--- src/rtl/bcd_pkg.sv ---
// Shared constants, state encoding and digit-adjust helper
// for the shared binary-to-BCD conversion block.
package bcd_pkg;

    localparam int BIN_W     = 8;
    localparam int DIGIT_W   = 4;
    localparam int NDIGITS   = 3;
    localparam int ITER_LAST = BIN_W - 1;
    localparam int DIG_W     = DIGIT_W * NDIGITS;
    localparam int CNT_W     = $clog2(BIN_W);

    typedef enum logic [1:0] {
        IDLE,
        CONV,
        DONE
    } state_t;

    // Double-dabble correction: a digit of 5 or more would carry
    // past 9 after the next doubling, so pre-bias it by 3.
    function automatic logic [DIGIT_W-1:0] add3(
        input logic [DIGIT_W-1:0] d
    );
        return (d >= DIGIT_W'(5)) ? d + DIGIT_W'(3) : d;
    endfunction

endpackage

--- src/rtl/bcd_dd_seq.sv ---
// Iterative shift-add-3 converter: one adjust+shift per clock,
// eight iterations per 8-bit value.
module bcd_dd_seq
    import bcd_pkg::*;
(
    input  logic               clk,
    input  logic               rst_n,
    input  logic               start,
    input  logic [BIN_W-1:0]   data_in,
    output logic               done,
    output logic [DIGIT_W-1:0] hundreds,
    output logic [DIGIT_W-1:0] tens,
    output logic [DIGIT_W-1:0] ones
);

    logic [BIN_W-1:0] shreg;
    logic [BIN_W-1:0] shreg_next;
    logic [DIG_W-1:0] digits;
    logic [DIG_W-1:0] adj;
    logic [DIG_W-1:0] digits_next;
    logic [CNT_W-1:0] count;
    logic             run;

    always_comb begin
        adj = '0;
        for (int g = 0; g < NDIGITS; g++) begin
            adj[g*DIGIT_W +: DIGIT_W] = add3(digits[g*DIGIT_W +: DIGIT_W]);
        end
        digits_next = {adj[DIG_W-2:0], shreg[BIN_W-1]};
        shreg_next  = {shreg[BIN_W-2:0], 1'b0};
    end

    always_ff @(posedge clk or negedge rst_n) begin
        if (!rst_n) begin
            shreg  <= '0;
            digits <= '0;
            count  <= '0;
            run    <= 1'b0;
        end else if (start) begin
            shreg  <= data_in;
            digits <= '0;
            count  <= '0;
            run    <= 1'b1;
        end else if (run) begin
            shreg  <= shreg_next;
            digits <= digits_next;
            count  <= count + CNT_W'(1);
            if (count == CNT_W'(ITER_LAST)) begin
                run <= 1'b0;
            end
        end
    end

    // Digits are the result of the iteration in progress, so they
    // hold the final value while done marks the last iteration.
    assign done     = run && (count == CNT_W'(ITER_LAST));
    assign hundreds = digits_next[3*DIGIT_W-1 -: DIGIT_W];
    assign tens     = digits_next[2*DIGIT_W-1 -: DIGIT_W];
    assign ones     = digits_next[DIGIT_W-1 -: DIGIT_W];

endmodule

--- src/rtl/bcd_convert_arbiter.sv ---
// Round-robin front end sharing one sequential BCD converter
// among NREQ requesters; results are tagged with requester id.
module bcd_convert_arbiter
    import bcd_pkg::*;
#(
    parameter int NREQ = 4,
    parameter int IDW  = 2
) (
    input  logic                  clk,
    input  logic                  rst_n,
    input  logic [NREQ-1:0]       req_valid,
    input  logic [NREQ*BIN_W-1:0] req_data,
    output logic [NREQ-1:0]       req_ready,
    output logic                  res_valid,
    output logic [IDW-1:0]        res_id,
    output logic [DIGIT_W-1:0]    res_hundreds,
    output logic [DIGIT_W-1:0]    res_tens,
    output logic [DIGIT_W-1:0]    res_ones,
    output logic                  busy
);

    state_t             state;
    state_t             state_next;
    logic [IDW-1:0]     ptr;
    logic [IDW-1:0]     ptr_next;
    logic [IDW-1:0]     id;
    logic [IDW-1:0]     win;
    logic               found;
    int                 idx;
    logic               hs;
    logic [BIN_W-1:0]   win_data;
    logic               conv_done;
    logic [DIGIT_W-1:0] conv_h;
    logic [DIGIT_W-1:0] conv_t;
    logic [DIGIT_W-1:0] conv_o;

    // First valid requester at or after the pointer, wrapping.
    always_comb begin
        found = 1'b0;
        win   = '0;
        idx   = 0;
        for (int k = 0; k < NREQ; k++) begin
            idx = int'(ptr) + k;
            if (idx >= NREQ) begin
                idx = idx - NREQ;
            end
            if (!found && req_valid[idx]) begin
                found = 1'b1;
                win   = IDW'(idx);
            end
        end
    end

    assign req_ready = (rst_n && state == IDLE && found)
                     ? (NREQ'(1) << win) : '0;
    assign hs        = |(req_valid & req_ready);
    assign win_data  = req_data[int'(win)*BIN_W +: BIN_W];
    assign ptr_next  = (int'(win) == NREQ - 1) ? '0 : win + IDW'(1);
    assign busy      = (state != IDLE);

    always_comb begin
        state_next = state;
        unique case (state)
            IDLE: if (hs) state_next = CONV;
            CONV: if (conv_done) state_next = DONE;
            DONE: state_next = IDLE;
            default: state_next = IDLE;
        endcase
    end

    always_ff @(posedge clk or negedge rst_n) begin
        if (!rst_n) begin
            state <= IDLE;
        end else begin
            state <= state_next;
        end
    end

    always_ff @(posedge clk or negedge rst_n) begin
        if (!rst_n) begin
            ptr          <= '0;
            id           <= '0;
            res_valid    <= 1'b0;
            res_id       <= '0;
            res_hundreds <= '0;
            res_tens     <= '0;
            res_ones     <= '0;
        end else begin
            res_valid <= 1'b0;
            if (hs) begin
                id  <= win;
                ptr <= ptr_next;
            end
            if (state == CONV && conv_done) begin
                res_valid    <= 1'b1;
                res_id       <= id;
                res_hundreds <= conv_h;
                res_tens     <= conv_t;
                res_ones     <= conv_o;
            end
        end
    end

    bcd_dd_seq u_seq (
        .clk      (clk),
        .rst_n    (rst_n),
        .start    (hs),
        .data_in  (win_data),
        .done     (conv_done),
        .hundreds (conv_h),
        .tens     (conv_t),
        .ones     (conv_o)
    );

endmodule

--- config.mk ---
export PLATFORM = sky130hd
export DESIGN_NAME = bcd_convert_arbiter
export DESIGN_NICKNAME = d
export VERILOG_FILES = /design/src/rtl/bcd_pkg.sv /design/src/rtl/bcd_dd_seq.sv /design/src/rtl/bcd_convert_arbiter.sv
export SDC_FILE = /design/constraint.sdc
export NUM_CORES = 1
export LEC_CHECK = 0
export CELL_PAD_IN_SITES_DETAIL_PLACEMENT = 0
export CELL_PAD_IN_SITES_GLOBAL_PLACEMENT = 1
export CORE_ASPECT_RATIO = 1.25
export CORE_MARGIN = 2
export CORE_UTILIZATION = 35
export CTS_BUF_LIST = sky130_fd_sc_hd__clkbuf_2
export DETAILED_ROUTE_END_ITERATION = 10
export PLACE_DENSITY = 0.75
export SLEW_MARGIN = 5
export SYNTH_ARGS = -nofsm -noshare
export SYNTH_HDL_FRONTEND = slang
export SYNTH_SLANG_ARGS = --single-unit
export TNS_END_PERCENT = 50
--- constraint.sdc ---
create_clock -name clk -period 2.15 [get_ports clk]
set_input_delay 0.5375 -clock clk [delete_from_list [all_inputs] [get_ports clk]]
set_output_delay 0.5375 -clock clk [all_outputs]
set_load 0.05 [all_outputs]
==> results of run 1 <==
## cell families (layout without fill, tap and decap cells)
| family | count (synthesis) | count (layout) | share of synthesized area |
|---|---|---|---|
| buffers and inverters | 26 | 114 | 0.0455 |
| multiplexers | 37 | 37 | 0.155 |
| AND/OR/NAND/NOR | 81 | 81 | 0.153 |
| adder cells (fa/ha/maj) | 9 | 9 | 0.0455 |
| flip-flops | 45 | 45 | 0.455 |
| AO/OA/AOI/OAI | 52 | 52 | 0.133 |
| XOR/XNOR | 4 | 4 | 0.0141 |
## worst min path at each step
| stage | startpoint | endpoint | slack (ps) | cells past startpoint |
|---|---|---|---|---|
| 3_5_place_dp | res_tens[1]$_DFFE_PN0P_ | res_tens[1]$_DFFE_PN0P_ | 460 | 2 |
| 5_1_grt | rst_n | u_seq.run$_DFF_PN0_ | 210 | 2 |
| 6_report | rst_n | u_seq.digits[10]$_DFFE_PN0P_ | 210 | 2 |
| 4_1_cts | rst_n | u_seq.digits[10]$_DFFE_PN0P_ | 210 | 2 |
| 3_3_place_gp | res_tens[1]$_DFFE_PN0P_ | res_tens[1]$_DFFE_PN0P_ | 460 | 2 |
| 2_1_floorplan | rst_n | id[0]$_DFFE_PN0P_ | 240 | 0 |
## what timing repair did
action	in CTS	in global routing
setup buffers	11	3
gates resized for setup	36	4
cloned	3	0
setup endpoints to repair	47	34
pin swaps	5	2
## final cells by class
| type | instances | area (sq um) | area share |
|---|---|---|---|
| Timing Repair Buffer | 93 | 967 | 0.263 |
| Clock inverter | 3 | 17.5 | 0.00477 |
| Sequential cell | 45 | 1130 | 0.307 |
| Tap cell | 90 | 113 | 0.0306 |
| Clock buffer | 5 | 25.0 | 0.00681 |
| Inverter | 13 | 48.8 | 0.0133 |
| Multi-Input combinational cell | 183 | 1380 | 0.375 |
## per-stage QoR
step | setup slack [ps] | util
after floorplan | -221 | -
after global placement | -585 | 0.491
after detailed placement | -672 | 0.491
after CTS | -374 | 0.530
after global routing | -469 | 0.533
final | -361 | 0.533
## report_power, final
group / switching, W / internal, W / total, W / leakage (nW)
clock: 0.000278 / 0.0000771 / 0.000356 / 0.0304
combinational: 0.00170 / 0.00143 / 0.00314 / 1.16
sequential: 0.000280 / 0.00123 / 0.00151 / 0.564
total: 0.00226 / 0.00274 / 0.00500 / 1.75
## placed cells by master (no fill, tap or decap), types with 4 or more instances in the layout
cell type and instances:
sky130_fd_sc_hd__o21ai_0 10, sky130_fd_sc_hd__a211oi_1 9, sky130_fd_sc_hd__dfrtp_1 44, sky130_fd_sc_hd__xnor2_1 4, sky130_fd_sc_hd__buf_12 5, sky130_fd_sc_hd__nor2b_1 9
sky130_fd_sc_hd__mux2_2 7, sky130_fd_sc_hd__clkdlybuf4s50_1 32, sky130_fd_sc_hd__nor3b_1 5, sky130_fd_sc_hd__clkbuf_2 5, sky130_fd_sc_hd__buf_4 24, sky130_fd_sc_hd__ha_1 8
sky130_fd_sc_hd__a21oi_1 14, sky130_fd_sc_hd__mux2i_1 27, sky130_fd_sc_hd__dlygate4sd2_1 19, sky130_fd_sc_hd__nand2_1 33, sky130_fd_sc_hd__a21oi_2 8, sky130_fd_sc_hd__inv_1 12
sky130_fd_sc_hd__buf_6 6, sky130_fd_sc_hd__nor2_1 16
## critical path, stage by stage
cell	delay [ps]
sky130_fd_sc_hd__dlygate4sd2_1	280
sky130_fd_sc_hd__nor2b_4	140
sky130_fd_sc_hd__a21o_1	190
sky130_fd_sc_hd__a211oi_4	270
sky130_fd_sc_hd__buf_6	150
sky130_fd_sc_hd__ha_4	120
sky130_fd_sc_hd__and2_4	140
sky130_fd_sc_hd__buf_12	130
## flip-flops by register name (all words and copies together) (netlist names), 3 cells and up
signal        cells
res_ones          4
u_seq.shreg       8
u_seq.count       3
res_tens          4
res_hundreds      4
u_seq.digits     12
## per-layer routing
metal	vias to the layer above	wire (um)
li1	1054	-
met4	0	81
met5	-	0
met3	7	327
met1	972	2680
met2	50	2900
==> run metrics, run 1 <==
dpl hpwl=4040 um; number of enable flip-flop cells after synthesis=0; Lkg Pwr=1.75 nW; number of standard cells in the final layout excluding fillers=432; buffer type at the clock tree root=sky130_fd_sc_hd__clkbuf_2; grt ovf=0; Mapped Avg Cell Area=9.75 sq um; global-route usage over all layers=0.166; most used standard cell by instance count after synthesis=sky130_fd_sc_hd__dfrtp_1; total number of nets in the final design=388; capture instance of the worst register-to-register path=ptr[0]$_DFFE_PN0P_; kind of capture point of the worst setup path=primary output; final design area excluding fillers=3680 sq um; FFs w/ async S/R, synth=1.00; WP data required=1610 ps; origin of the critical flop-to-flop path=ptr[0]$_DFFE_PN0P_; Die Outline Area=7770 sq um; global routing usage on met2=0.278; count of max-cap constraint violations=0; weighted congestion at the end of routability-driven global placement=0.760; number of CTS-inserted buffers=5; final cycle utilization of the critical path=1.17; number of port buffers=57; number of warnings printed during yosys synthesis=0; number of antenna violations at the first check in global routing=0; Area Overhead vs Synth=48.4%; drc violations=0; cell area after placement=3390 sq um; ranking of synthesized cells by area=sky130_fd_sc_hd__dfrtp_1 (45%), sky130_fd_sc_hd__mux2i_1 (11%), sky130_fd_sc_hd__nand2_1 (5.2%); fraction of the yosys area taken by sequential cells=0.455; unrepaired setup endpoints after global routing=yes; shortest period the worst path allows=2510 ps; first-pass GRT wire length=10200 um; Placement Rows=34; starting density of the core=0.359; via density per instance=4.82; TritonCTS clock tree=built; worst vdd ir=636 uV; CORE AREA=6890 sq um; path depth of the worst reg2reg path=13; failing checks=negative setup slack; type of the worst setup path=input pin to primary output; GR Layer Usage met3=0.0388; gr busiest metal=met2; register bit total from synthesis=45; detail-routed net length per standard cell=13.9 um; number of instances in the synthesized netlist=254; source of the critical timing path=req_valid[2]; number of placed cells counting well taps=408; count of final setup violators=33; sum of negative setup slack=-5090 ps; maximum number of pins on one net before global-route repair=46; aggregate routed wire length=5990 um; count of endpoints failing hold in the final timing report=0; status=complete, but fails checks; hold buffer count at cts=0; fill cell instance count of the final layout=632; Reg clk slew, reported paths=230 ps; register-to-register setup slack=-180 ps; Unique masters post-synth=32; type of the worst min-delay path=input pin to async pin; vias in the first global route=2088; vias after detailed routing=2083; later-pin clock latency in the skew report=420 ps; nets in the synthesized netlist=301; dominant cell type by area after synthesis=sky130_fd_sc_hd__dfrtp_1; data arrival time of the critical path=1970 ps; measured slew at the worst slew-check pin=570 ps; count of antenna-violating nets left after detailed routing=0; Worst Slack Setup Final=-361 ps; post-synthesis instance area=2480 sq um; total power after layout=0.00500 W; Die Width=79.3 um; relative max-transition margin=0.620; worst-path fanout max=3; post-route worst hold slack=212 ps; level count of the clock H-tree=2; power density normalized to cell area=1360 nW/um^2; top cells by instance count after synthesis=sky130_fd_sc_hd__dfrtp_1 (45), sky130_fd_sc_hd__nand2_1 (34), sky130_fd_sc_hd__mux2i_1 (27); n_diodes=0; end point of the critical path=req_ready[3]; setup skew after layout=14.5 ps; fin. max-slew vios=0; die span in y=98.1 um; number of clock sinks=45; share of final-layout standard cells stronger than drive strength 1=0.240; Startpoint Class=input pin; area share of the leading cell type in the synthesized netlist=0.455; highest clock frequency the design can meet=0.398 GHz; maximum clock path buffer count=2; initial detailed-routing violation count=52; most used flip-flop cell after synthesis=sky130_fd_sc_hd__dfrtp_1; I/O pins=58; length of the first detailed-routing pass in iterations=4; GR met1 Demand/Resource=0.213
(Power assumes the default switching activity.)
==> run 2, diff against run 1 <==
- SLEW_MARGIN: 5 -> 40
==> results of run 2 <==
Same layout as run 1: the final DEF is identical, and so are final timing and power.
==> run 3, diff against run 2 <==
- GPL_ROUTABILITY_DRIVEN: default -> 0
==> results of run 3 <==
Same layout as run 1: the final DEF is identical, and so are final timing and power.
